## src/rtl/lsu_pkg.sv

```systemverilog
// Shared constants and types for the load/store unit: state codes, funct3
// encodings, the latched-op and bus-request records, and the size-to-strobe helper.
package lsu_pkg;

  localparam int XLEN      = 64;
  localparam int NUM_LANES = XLEN / 8;

  localparam logic [1:0] LSU_IDLE = 2'd0;
  localparam logic [1:0] LSU_REQ  = 2'd1;
  localparam logic [1:0] LSU_RSP  = 2'd2;
  localparam logic [1:0] LSU_DONE = 2'd3;

  localparam logic [2:0] F3_LB   = 3'b000;
  localparam logic [2:0] F3_LH   = 3'b001;
  localparam logic [2:0] F3_LW   = 3'b010;
  localparam logic [2:0] F3_LD   = 3'b011;
  localparam logic [2:0] F3_LBU  = 3'b100;
  localparam logic [2:0] F3_LHU  = 3'b101;
  localparam logic [2:0] F3_LWU  = 3'b110;
  localparam logic [2:0] F3_SB   = 3'b000;
  localparam logic [2:0] F3_SH   = 3'b001;
  localparam logic [2:0] F3_SW   = 3'b010;
  localparam logic [2:0] F3_SD   = 3'b011;
  localparam logic [2:0] F3_RSVD = 3'b111;

  // Only the byte offset of the address is kept; the word address lives in the bus request.
  typedef struct packed {
    logic       ld;
    logic       st;
    logic [2:0] funct3;
    logic [2:0] off;
  } lsu_op_t;

  typedef struct packed {
    logic                 we;
    logic [XLEN-1:0]      addr;
    logic [XLEN-1:0]      wdata;
    logic [NUM_LANES-1:0] wstrb;
  } bus_req_t;

  function automatic logic [NUM_LANES-1:0] size_strb(input logic [1:0] sz);
    case (sz)
      2'b00:   size_strb = 8'h01;
      2'b01:   size_strb = 8'h03;
      2'b10:   size_strb = 8'h0F;
      default: size_strb = 8'hFF;
    endcase
  endfunction

endpackage

```

## src/rtl/lsu_align.sv

```systemverilog
// Combinational alignment datapath: misalign detection, store lane placement
// and strobes, and load byte extraction with sign/zero extension.
module lsu_align
  import lsu_pkg::*;
(
  input  lsu_op_t              op,
  input  logic [XLEN-1:0]      st_data,
  input  logic [XLEN-1:0]      rsp_data,
  output logic                 misalign,
  output logic [XLEN-1:0]      wdata,
  output logic [NUM_LANES-1:0] wstrb,
  output logic [XLEN-1:0]      rdata
);

  logic [XLEN-1:0] shifted;
  logic            sext;

  always_comb begin
    misalign = 1'b0;
    if (op.ld || op.st) begin
      // Stores have no unsigned variants, so funct3[2] on a store is reserved.
      if (op.funct3 == F3_RSVD || (op.st && op.funct3[2])) begin
        misalign = 1'b1;
      end else begin
        case (op.funct3[1:0])
          2'b01:   misalign = op.off[0];
          2'b10:   misalign = |op.off[1:0];
          2'b11:   misalign = |op.off[2:0];
          default: misalign = 1'b0;
        endcase
      end
    end
  end

  assign wdata   = st_data << {op.off, 3'b000};
  assign wstrb   = size_strb(op.funct3[1:0]) << op.off;
  assign shifted = rsp_data >> {op.off, 3'b000};
  assign sext    = ~op.funct3[2];

  always_comb begin
    rdata = '0;
    case (op.funct3[1:0])
      2'b00:   rdata = {{(XLEN-8){sext & shifted[7]}}, shifted[7:0]};
      2'b01:   rdata = {{(XLEN-16){sext & shifted[15]}}, shifted[15:0]};
      2'b10:   rdata = {{(XLEN-32){sext & shifted[31]}}, shifted[31:0]};
      default: rdata = shifted;
    endcase
  end

endmodule

```

## src/rtl/lsu.sv

```systemverilog
// Load/store unit: accepts one EX result, runs at most one aligned bus access,
// and hands an extended load result to write-back via valid/ready.
module lsu
  import lsu_pkg::*;
(
  input  logic                 clk,
  input  logic                 rst_n,
  input  logic                 in_valid,
  output logic                 in_ready,
  input  logic                 mem_r,
  input  logic                 mem_w,
  input  logic [2:0]           funct3,
  input  logic [XLEN-1:0]      addr,
  input  logic [XLEN-1:0]      st_data,
  output logic                 out_valid,
  input  logic                 out_ready,
  output logic [XLEN-1:0]      ld_data,
  output logic                 misalign,
  output logic                 bus_req_valid,
  input  logic                 bus_req_ready,
  output logic                 bus_req_we,
  output logic [XLEN-1:0]      bus_req_addr,
  output logic [XLEN-1:0]      bus_req_wdata,
  output logic [NUM_LANES-1:0] bus_req_wstrb,
  input  logic                 bus_rsp_valid,
  input  logic [XLEN-1:0]      bus_rsp_data
);

  logic [1:0]           state;
  lsu_op_t              op_in, op_q, op_sel;
  bus_req_t             req_q;
  logic [XLEN-1:0]      ld_q;
  logic                 mis_q;
  logic                 al_mis;
  logic [XLEN-1:0]      al_wdata, al_rdata;
  logic [NUM_LANES-1:0] al_wstrb;
  logic                 accept;

  always_comb begin
    op_in.ld     = mem_r & ~mem_w;
    op_in.st     = mem_w;
    op_in.funct3 = funct3;
    op_in.off    = addr[2:0];
  end

  // In IDLE the aligner looks at the incoming op to decide the next state;
  // afterwards it sees the latched op so load extraction uses the accepted offset.
  assign op_sel = (state == LSU_IDLE) ? op_in : op_q;

  lsu_align u_align (
    .op       (op_sel),
    .st_data  (st_data),
    .rsp_data (bus_rsp_data),
    .misalign (al_mis),
    .wdata    (al_wdata),
    .wstrb    (al_wstrb),
    .rdata    (al_rdata)
  );

  assign accept = in_valid & in_ready;

  always_ff @(posedge clk or negedge rst_n) begin
    if (!rst_n) begin
      state <= LSU_IDLE;
      op_q  <= '0;
      req_q <= '0;
      ld_q  <= '0;
      mis_q <= 1'b0;
    end else begin
      case (state)
        LSU_IDLE: if (accept) begin
          op_q        <= op_in;
          mis_q       <= al_mis;
          ld_q        <= '0;
          req_q.we    <= op_in.st;
          req_q.addr  <= {addr[XLEN-1:3], 3'b000};
          req_q.wdata <= op_in.st ? al_wdata : '0;
          req_q.wstrb <= op_in.st ? al_wstrb : '0;
          state       <= ((op_in.ld || op_in.st) && !al_mis) ? LSU_REQ : LSU_DONE;
        end
        LSU_REQ: if (bus_req_ready) state <= LSU_RSP;
        LSU_RSP: if (bus_rsp_valid) begin
          if (op_q.ld) ld_q <= al_rdata;
          state <= LSU_DONE;
        end
        default: if (out_ready) state <= LSU_IDLE;
      endcase
    end
  end

  // Handshake outputs decode straight from state so reset drops them at once.
  assign in_ready      = (state == LSU_IDLE);
  assign bus_req_valid = (state == LSU_REQ);
  assign out_valid     = (state == LSU_DONE);
  assign bus_req_we    = req_q.we;
  assign bus_req_addr  = req_q.addr;
  assign bus_req_wdata = req_q.wdata;
  assign bus_req_wstrb = req_q.wstrb;
  assign ld_data       = ld_q;
  assign misalign      = mis_q;

endmodule

```

## config.mk

```make
export PLATFORM = sky130hd
export DESIGN_NAME = lsu
export DESIGN_NICKNAME = d
export VERILOG_FILES = /design/src/rtl/lsu_pkg.sv /design/src/rtl/lsu_align.sv /design/src/rtl/lsu.sv
export SDC_FILE = /design/constraint.sdc
export NUM_CORES = 1
export LEC_CHECK = 0
export ABC_AREA = 1
export BUFFER_PORTS_ARGS = -buffer_cell sky130_fd_sc_hd__clkbuf_2
export CORE_MARGIN = 2
export CORE_UTILIZATION = 40
export DETAILED_ROUTE_END_ITERATION = 6
export PLACE_DENSITY = 0.65
export SKIP_CTS_REPAIR_TIMING = 1
export SYNTH_ARGS = -nofsm -noshare
export SYNTH_HDL_FRONTEND = slang
export SYNTH_HIERARCHICAL = 1
export SYNTH_SLANG_ARGS = --single-unit
```

## constraint.sdc

```tcl
create_clock -name clk -period 3 [get_ports clk]
set_clock_uncertainty 0.05 [all_clocks]
set_input_delay 0 -clock clk [delete_from_list [all_inputs] [get_ports clk]]
set_output_delay 0 -clock clk [all_outputs]
set_load 0.02 [all_outputs]
```

==> Word-level counts from Yosys, hierarchy flattened <==
Index checks and enable logic that the tools add are counted.
{ "totals": {"regBits": 208, "out_inout_bits": 205, "elab_cells": 64} }
{ "classes": {"eq_ne": 11, "shift": 3, "mux": 18, "bitwise_logic": 7, "reduce_logical": 15} }
{ "ops": {"columns": ["operator", "count"], "rows": [
  ["2-to-1 mux 64 bit", 4],
  ["one-hot mux 64 bit (3 select lines)", 1],
  ["one-hot mux 64 bit (2 select lines)", 1],
  ["left shift 64 x 6 -> 64 bit", 1],
  [">> shifter 64 x 6 -> 64 bit", 1],
  ["one-hot mux 8 bit (3 select lines)", 1],
  ["2-to-1 mux 8 bit", 2],
  ["2-to-1 mux 2 bit", 5],
  ["equality test 2 bit, second input constant", 4],
  ["AND reduction 4 bit", 2],
  ["left shift 8 x 3 -> 8 bit", 1],
  ["one-hot mux 2 bit (3 select lines)", 1],
  ["AND 1 bit", 5],
  ["equality test 2 x 1 -> 1 bit, second input constant", 2],
  ["zero test 2 bit", 2],
  ["inequality test 2 x 1 -> 1 bit, second input constant", 2],
  ["inequality test 2 bit, second input constant", 2],
  ["nonzero test 4 bit", 1],
  ["equality test 3 bit, second input constant", 1],
  ["logical OR 1 bit", 3],
  ["one-hot mux 1 bit (3 select lines)", 1],
  ["OR reduction 3 bit", 1],
  ["logical AND 1 bit", 2],
  ["2-to-1 mux 1 bit", 2],
  ["5 further kinds", 6]
]} }

==> Logic depth before layout (Yosys ltp) <==
Gate-level depths: netlist (run 1).
{ "depth": {"ltp_word": 12, "mapped_depth": 20, "depth_no_buf": 16} }

==> Hierarchy <==
Netlist (run 1), hierarchy kept.
{ "by_module_without_submodules": {"columns": ["module", "n_inst", "cells_each", "area_per_inst_um2"], "rows": [
  ["lsu", 1, 952, 8528.2],
  ["lsu_align", 1, 853, 4003.8]
]} }

==> Least setup slack after synthesis (run 1) <==
Ideal clock, no wire load.
{ "synth_path": {"path_kind": "flip-flop to flip-flop", "from": "register state[0]", "to": "register req_q, in the netlist bus_req_wdata[51]", "setup_ps": 133, "arrival_ps": 2642, "slack_ps": 175, "path_stages_with_launch": 17, "cell_sequence": "dfrtp_1 > inv_1 > ha_1 > buf_4 > inv_2 > clkbuf_1 > nand2_1 > o21ai_0 > buf_4 > buf_4 > buf_4 > mux2i_1 > nand2_1 > nand3_1 > o21ai_0 > nand2_1 > o21ai_0"} }
{ "synth_rtl": {"columns": ["element", "line", "text"], "rows": [
  ["start, declared", "lsu.sv:29", "logic [1:0] state;"],
  ["start signal, assigned", "lsu.sv:79", "state <= ((op_in.ld || op_in.st) && !al_mis) ? LSU_REQ : LSU_DONE;"],
  ["end, declared", "lsu.sv:31", "bus_req_t req_q;"]
]} }

==> results.yml, run 1 <==
synth:
  synth_area_leaders: "dfrtp_1, nand2_1, o21ai_0"
  synth_top_area_share: 0.415
  dominantRegCellSynth: "dfrtp_1"
  yosysWarnings: 6
  synth_edf_count: 0
  synthTopCellsByCount: "nand2_1, dfrtp_1, o21ai_0"
  async_flop_share: 1.00
  synth-seq-area-share: 0.415
  synth_seq_cells: 208
  yosysMostFrequentCell: "nand2_1"
  synth_cells: 1805
  yosysTopAreaCell: "dfrtp_1"
  yosysUniqueCellTypes: 32
  syn_area_mm2: 0.0125
  syn_avg_cell_area_um2: 6.94
worst_setup_path:
  max_stage_delay_ns: 0.54
  cp_common_cell: "nand2_1"
  path_buf_inv: 5
  worstPathCellList: "inv_1 -> ha_1 -> inv_4 -> nand2_1 -> o21ai_4 -> buf_12 -> buf_12 -> nand2_1 -> nand3_1 -> dlygate4sd3_1 -> o21ai_0 -> o21ai_1 -> nand4_1 -> nand2_1"
  crit_type: "reg -> reg"
  worstSetupStartpointType: "flip-flop"
  worst-r2r-setup-slack_ns: 0.12
  critical_path_arrival_ns: 3.30
  critPathMaxFanout: 27
  crit_slowest_cell: "dlygate4sd3_1"
  critPathCaptureType: "flip-flop"
  crit_family: "buffers and inverters"
  cp.required_ns: 3.42
die:
  row_count: 64
  core_mm2: 0.0307
  io_pins: 408
  fp.dieArea_mm2: 0.0328
  start_util: 0.408
  die_x_um: 181
  die-height_um: 181
drt:
  post_drt_wl_per_cell_um: 18.2
  routed_via_density: 5.29
  ant_nets: 0
  wl_um: 48400
  drtPass1Iterations: 6
  vias: 14000
  drc: 0
  drt_iter0_markers: 1480
place:
  place.gp.congestion: 0.970
  io_buffers: 404
  dp.cells: 2502
  dpl_worst_slack_ns: 0.125
  dp_hpwl_um: 33700
clock_network:
  cts_tree: "yes"
  numClockSinks: 208
  cts_htree_levels: 1
  cts_root_buf: "clkbuf_16"
  path_clk_slew_ns: 0.06
  ctsLongestPathBuffers: 3
  clock_latency_ns: 0.54
  cts_buffers: 26
job:
  maxCapViolCount: 0
sta:
  max_freq_mhz: 347
  setup-tns-final_ns: 0
  final_max_slew_viol_count: 0
  rsz0062_at_grt: "no"
  worst_pin_slew_ns: 0.969
  fin_crit_sh: 0.961
  finalWorstSetupSlack_ns: 0.118
  finalSetupViolCount: 0
  max_slew_margin: 0.354
  fin_hold_ws_ns: -0.0848
  fin_crit_ns: 2.88
  hold_viol_final: 29
grt:
  grt-ovfl-total: 0
  grt_pass1_vias: 12500
  antenna_found_initial: 1
  grt_pass1_wl_um: 71400
  grt_max_degree: 221
  track_usage: 0.273
finish:
  stdcell_count: 2656
  register_area_mm2: 0.00520
  drive_gt1_frac: 0.230
  final_nets: 2449
  num_antenna_cells: 0
  n_fill_cell: 3004
  area.growth.synth_to_final_pct: 33.3
  post-route-util: 0.543
  multi_input_area_mm2: 0.00625
pwr:
  vdd_drop_max_v: 0.000763
  p_leak_nw: 9.12
  power.density_mw_per_mm2: 1260
run_status:
  outcome: "complete, but fails checks"
  violations: "hold timing"
hold_path:
  hp-class: "in -> reg"
[through the flow]
stage          total power, mW  cell area, µm²
2_1_floorplan             13.5           12500
3_3_place_gp              17.3           14800
3_5_place_dp              17.4           14800
4_1_cts                   20.6           15600
5_1_grt                   22.6           16700
6_report                  21.1           16700
[kinds of logic (layout without fill, tap and decap cells)]
| logic type | Yosys count | after routing | synth area share |
|---|---|---|---|
| and+or+nand+nor | 1078 | 1078 | 0.357 |
| muxes | 24 | 24 | 0.0192 |
| buffers and inverters | 223 | 676 | 0.0915 |
| other | 1 | 3 | 0.000299 |
| DFF | 208 | 208 | 0.415 |
| adders and majority gates | 6 | 6 | 0.00599 |
| AOI/OAI and AO/OA | 265 | 265 | 0.111 |
[sequential cells by signal, summed over array words and instances (netlist names)]
signal         cells
bus_req_addr      61
bus_req_wdata     64
bus_req_we         1
bus_req_wstrb      8
ld_data           64
misalign           1
op_q               7
state              2
[cell type report]
class                           count  share of cell area
Clock buffer                       37              0.0462
Clock inverter                     11             0.00607
Inverter                           73              0.0167
Multi-Input combinational cell   1376               0.374
Sequential cell                   208               0.311
Tap cell                          396              0.0297
Timing Repair Buffer              555               0.216
[final timing paths]
check / from / to / cells after the start
worst max-delay path: state[0]$_DFFE_PN0P_ / ld_data[1]$_DFFE_PN0P_ / 14
worst min-delay path: bus_rsp_data[0] / ld_data[0]$_DFFE_PN0P_ / 7
worst max register to register: state[0]$_DFFE_PN0P_ / ld_data[1]$_DFFE_PN0P_ / 14
worst min register to register: ld_data[56]$_DFFE_PN0P_ / ld_data[56]$_DFFE_PN0P_ / 2
max in group asynchronous: rst_n / bus_req_wdata[25]$_DFFE_PN0P_ / 3
min in group asynchronous: rst_n / bus_req_addr[44]$_DFFE_PN0P_ / 2
[cells in the final DEF, fill, tap and decap left out, types with 36 or more instances in the layout]
cell	instances
dlygate4sd3_1	100
nand2_1	803
dfrtp_1	208
o21ai_1	85
buf_4	36
nor2_1	55
o21ai_0	128
clkbuf_2	403
nand4_1	96
inv_1	65
nand3_1	108
[where the power goes]
group / leakage, nW / switching [mW] / internal (mW)
Sequential: 2.73 / 0.693 / 3.96
Combinational: 5.97 / 9.04 / 4.20
Clock: 0.423 / 1.29 / 1.88
Total: 9.12 / 11.0 / 10.0
[per-layer routing]
layer | vias up | track usage | routed length (µm)
li1 | 6754 | - | -
met1 | 6449 | 0.407 | 21700
met2 | 772 | 0.410 | 21100
met3 | 68 | 0.0478 | 4480
met4 | 2 | 0.0673 | 1050
met5 | - | 0 | 9
[tightest hold or removal path, cell delays in order]
cell and delay (ns):
clkbuf_2 0.09, nand2_1 0.06, nand3_1 0.06, o21ai_0 0.07, o21ai_1 0.06, nand4_1 0.07
nand2_1 0.05
(Power assumes the default switching activity.)
==> inputs of run 2 (changes only) <==
PLACE_DENSITY = 0.66   (was 0.65)
SYNTH_HIERARCHICAL = default   (was 1)
==> run 2 against run 1 <==
  * The run still ends with hold timing left
  * Highest routed layer is now met4
  * Critical path depth decreased by 2
  * Core utilization increased by 2.6 points
  * Sequential power decreased by 1%
  * Non-clock buffer count increased by 33
  * Largest cell class unchanged
  * Combinational power decreased by 9%
  * Worst hold slack improved by 0.020 ns
  * Routed wire length decreased by 3.8%
  * Die area decreased by 5.4%
  * Power decreased by 6.2%
  * Critical path type unchanged
==> results.yml, run 2 <==
die:
  core_mm2: 0.0289
  die-height_um: 176
  die_x_um: 176
  fp.dieArea_mm2: 0.0310
  row_count: 62
  start_util: 0.409
  io_pins: 408
worst_setup_path:
  worstPathCellList: "inv_1 -> ha_1 -> buf_4 -> inv_8 -> nand2_2 -> nand2_4 -> buf_4 -> nand2_1 -> nand2_1 -> dlygate4sd3_1 -> a22oi_1 -> o221ai_1"
  crit_slowest_cell: "dlygate4sd3_1"
  critical_path_arrival_ns: 3.17
  worstSetupStartpointType: "flip-flop"
  crit_type: "reg -> reg"
  max_stage_delay_ns: 0.56
  critPathMaxFanout: 18
  critPathCaptureType: "flip-flop"
  cp.required_ns: 3.34
finish:
  area.growth.synth_to_final_pct: 39.1
  drive_gt1_frac: 0.242
  n_fill_cell: 2730
  stdcell_area_mm2: 0.0165
  layout_common_cells: "nand2_1, clkbuf_2, dfrtp_1"
  final_nets: 2369
  layout_commonest_cell: "nand2_1"
sta:
  fin_hold_ws_ns: -0.0651
  finalWorstSetupSlack_ns: 0.169
  setup-tns-final_ns: 0
  fin_crit_sh: 0.944
  worst_pin_slew_ns: 0.966
  finalSetupViolCount: 0
  max_freq_mhz: 353
  final_max_slew_viol_count: 0
  rsz0062_at_grt: "no"
  max_slew_margin: 0.356
  hold_viol_final: 25
  fin_crit_ns: 2.83
synth:
  synth_top_area_share: 0.439
  synth_cells: 1663
  syn_area_mm2: 0.0118
  synthTopCellsByCount: "nand2_1, dfrtp_1, o21ai_0"
  syn_avg_cell_area_um2: 7.12
  yosysMostFrequentCell: "nand2_1"
  async_flop_share: 1.00
  yosysWarnings: 0
  synth-seq-area-share: 0.439
  synth_edf_count: 0
  yosysTopAreaCell: "dfrtp_1"
  synth_seq_cells: 208
  yosysUniqueCellTypes: 41
  synth_area_leaders: "dfrtp_1, nand2_1, o21ai_0"
  dominantRegCellSynth: "dfrtp_1"
pwr:
  combPwrFrac: 0.609
  vdd_drop_max_v: 0.000717
  switching_share: 0.519
  pwr-share-seq: 0.232
  internal-power_mw: 9.50
  clkPwrFrac: 0.159
  p_leak_nw: 9.03
  power.density_mw_per_mm2: 1200
  p_sw_mw: 10.2
drt:
  routed_via_density: 5.27
  post_drt_wl_per_cell_um: 18.1
  ant_nets: 0
  drc: 0
  wl_um: 46500
  drtPass1Iterations: 6
  vias: 13500
  drt_iter0_markers: 1141
place:
  place.gp.congestion: 0.944
  dp_hpwl_um: 32200
  place_area_mm2: 0.0141
  dpl_worst_slack_ns: 0.238
  io_buffers: 404
hold_path:
  hp-class: "in -> reg"
clock_network:
  ctsLongestPathBuffers: 3
  path_clk_slew_ns: 0.06
  clock_latency_ns: 0.52
  cts_htree_levels: 1
  cts_buffers: 25
  numClockSinks: 208
  cts_tree: "yes"
  cts_root_buf: "clkbuf_16"
grt:
  grt-ovfl-total: 0
  grt_max_degree: 90
  grt_pass1_vias: 12600
  grt_pass1_wl_um: 68200
  antenna_found_initial: 1
  track_usage: 0.278
job:
  maxCapViolCount: 0
run_status:
  outcome: "complete, but fails checks"
  violations: "hold timing"
-- run 2: changes by cell type after synthesis, moves of 11 or more --
cell / change
inv_1: -16
buf_4: -19
o21ai_1: -72
nand2_1: -41
nand2_2: +13
buf_6: -11
o221ai_1: +16
a21oi_1: +20
nand4_1: -96
o21ai_0: +31
mux2i_1: -24
o211ai_1: +14
-- run 2: cell families (layout without fill, tap and decap cells) --
logic type | count (synthesis) | after routing | synth area share
AOI/OAI and AO/OA | 294 | 294 | 0.147
adders and majority gates | 4 | 4 | 0.00423
buffers and inverters | 181 | 696 | 0.0718
DFF | 208 | 208 | 0.439
other | 1 | 5 | 0.000317
and+or+nand+nor | 975 | 975 | 0.337
-- run 2: area by class of cell --
| cell class | instances | area (µm²) | share of cell area |
|---|---|---|---|
| repair buffers | 588 | 3880 | 0.236 |
| clock buffers | 38 | 724 | 0.0440 |
| diodes | 2 | 5.00 | 0.000304 |
| flip-flops and latches | 208 | 5200 | 0.316 |
| clock inverters | 7 | 114 | 0.00691 |
| well taps | 384 | 480 | 0.0292 |
| multi-input cells | 1276 | 5810 | 0.353 |
| inverters | 63 | 253 | 0.0153 |
-- run 2: path summary, 6_finish.rpt --
kind                                              start  slack [ns]                            end  depth (start not counted)
hold reg to reg            bus_req_addr[53]$_DFFE_PN0P_        0.43   bus_req_addr[53]$_DFFE_PN0P_                          2
hold / removal                              st_data[22]       -0.07  bus_req_wdata[30]$_DFFE_PN0P_                          5
max in group asynchronous                         rst_n        1.52   bus_req_addr[32]$_DFFE_PN0P_                          4
min in group asynchronous                         rst_n        0.47        ld_data[13]$_DFFE_PN0P_                          3
setup reg to reg                   state[0]$_DFFE_PN0P_        0.17  bus_req_wdata[55]$_DFFE_PN0P_                         12
setup / recovery                   state[0]$_DFFE_PN0P_        0.17  bus_req_wdata[55]$_DFFE_PN0P_                         12
-- run 2: critical path: cells and delay by family (launching register included) --
kind	cells	cell delay (ns)
buffers and inverters	5	1.28
DFF	1	0.40
AOI/OAI and AO/OA	2	0.38
and+or+nand+nor	4	0.40
adders and majority gates	1	0.16
-- run 2: power groups by stage --
stage          logic [mW]  registers, mW  clock network, mW
2_1_floorplan        6.99           5.63                  0
3_3_place_gp         11.5           4.59                  0
3_5_place_dp         11.6           4.57                  0
4_1_cts              11.7           4.56               3.20
5_1_grt              13.2           4.70               3.31
6_report             12.0           4.59               3.14
-- run 2: routing by layer --
layer  GRT usage  up-vias  share of wire
li1            -     6371              -
met1       0.350     6337           0.39
met2       0.469      669           0.49
met3      0.0568      153          0.077
met4       0.109        0          0.044
met5           0        -              0
-- run 2: metrics by stage --
step	instances	hold WS (ns)	power, mW	util
after floorplan	1665	-0.346	12.6	-
after global placement	2371	-0.0811	16.1	0.489
after detailed placement	2371	-0.0769	16.2	0.489
after CTS	2416	-0.644	19.4	0.518
after global routing	2564	0.000255	21.2	0.569
final	2566	-0.0651	19.8	0.569
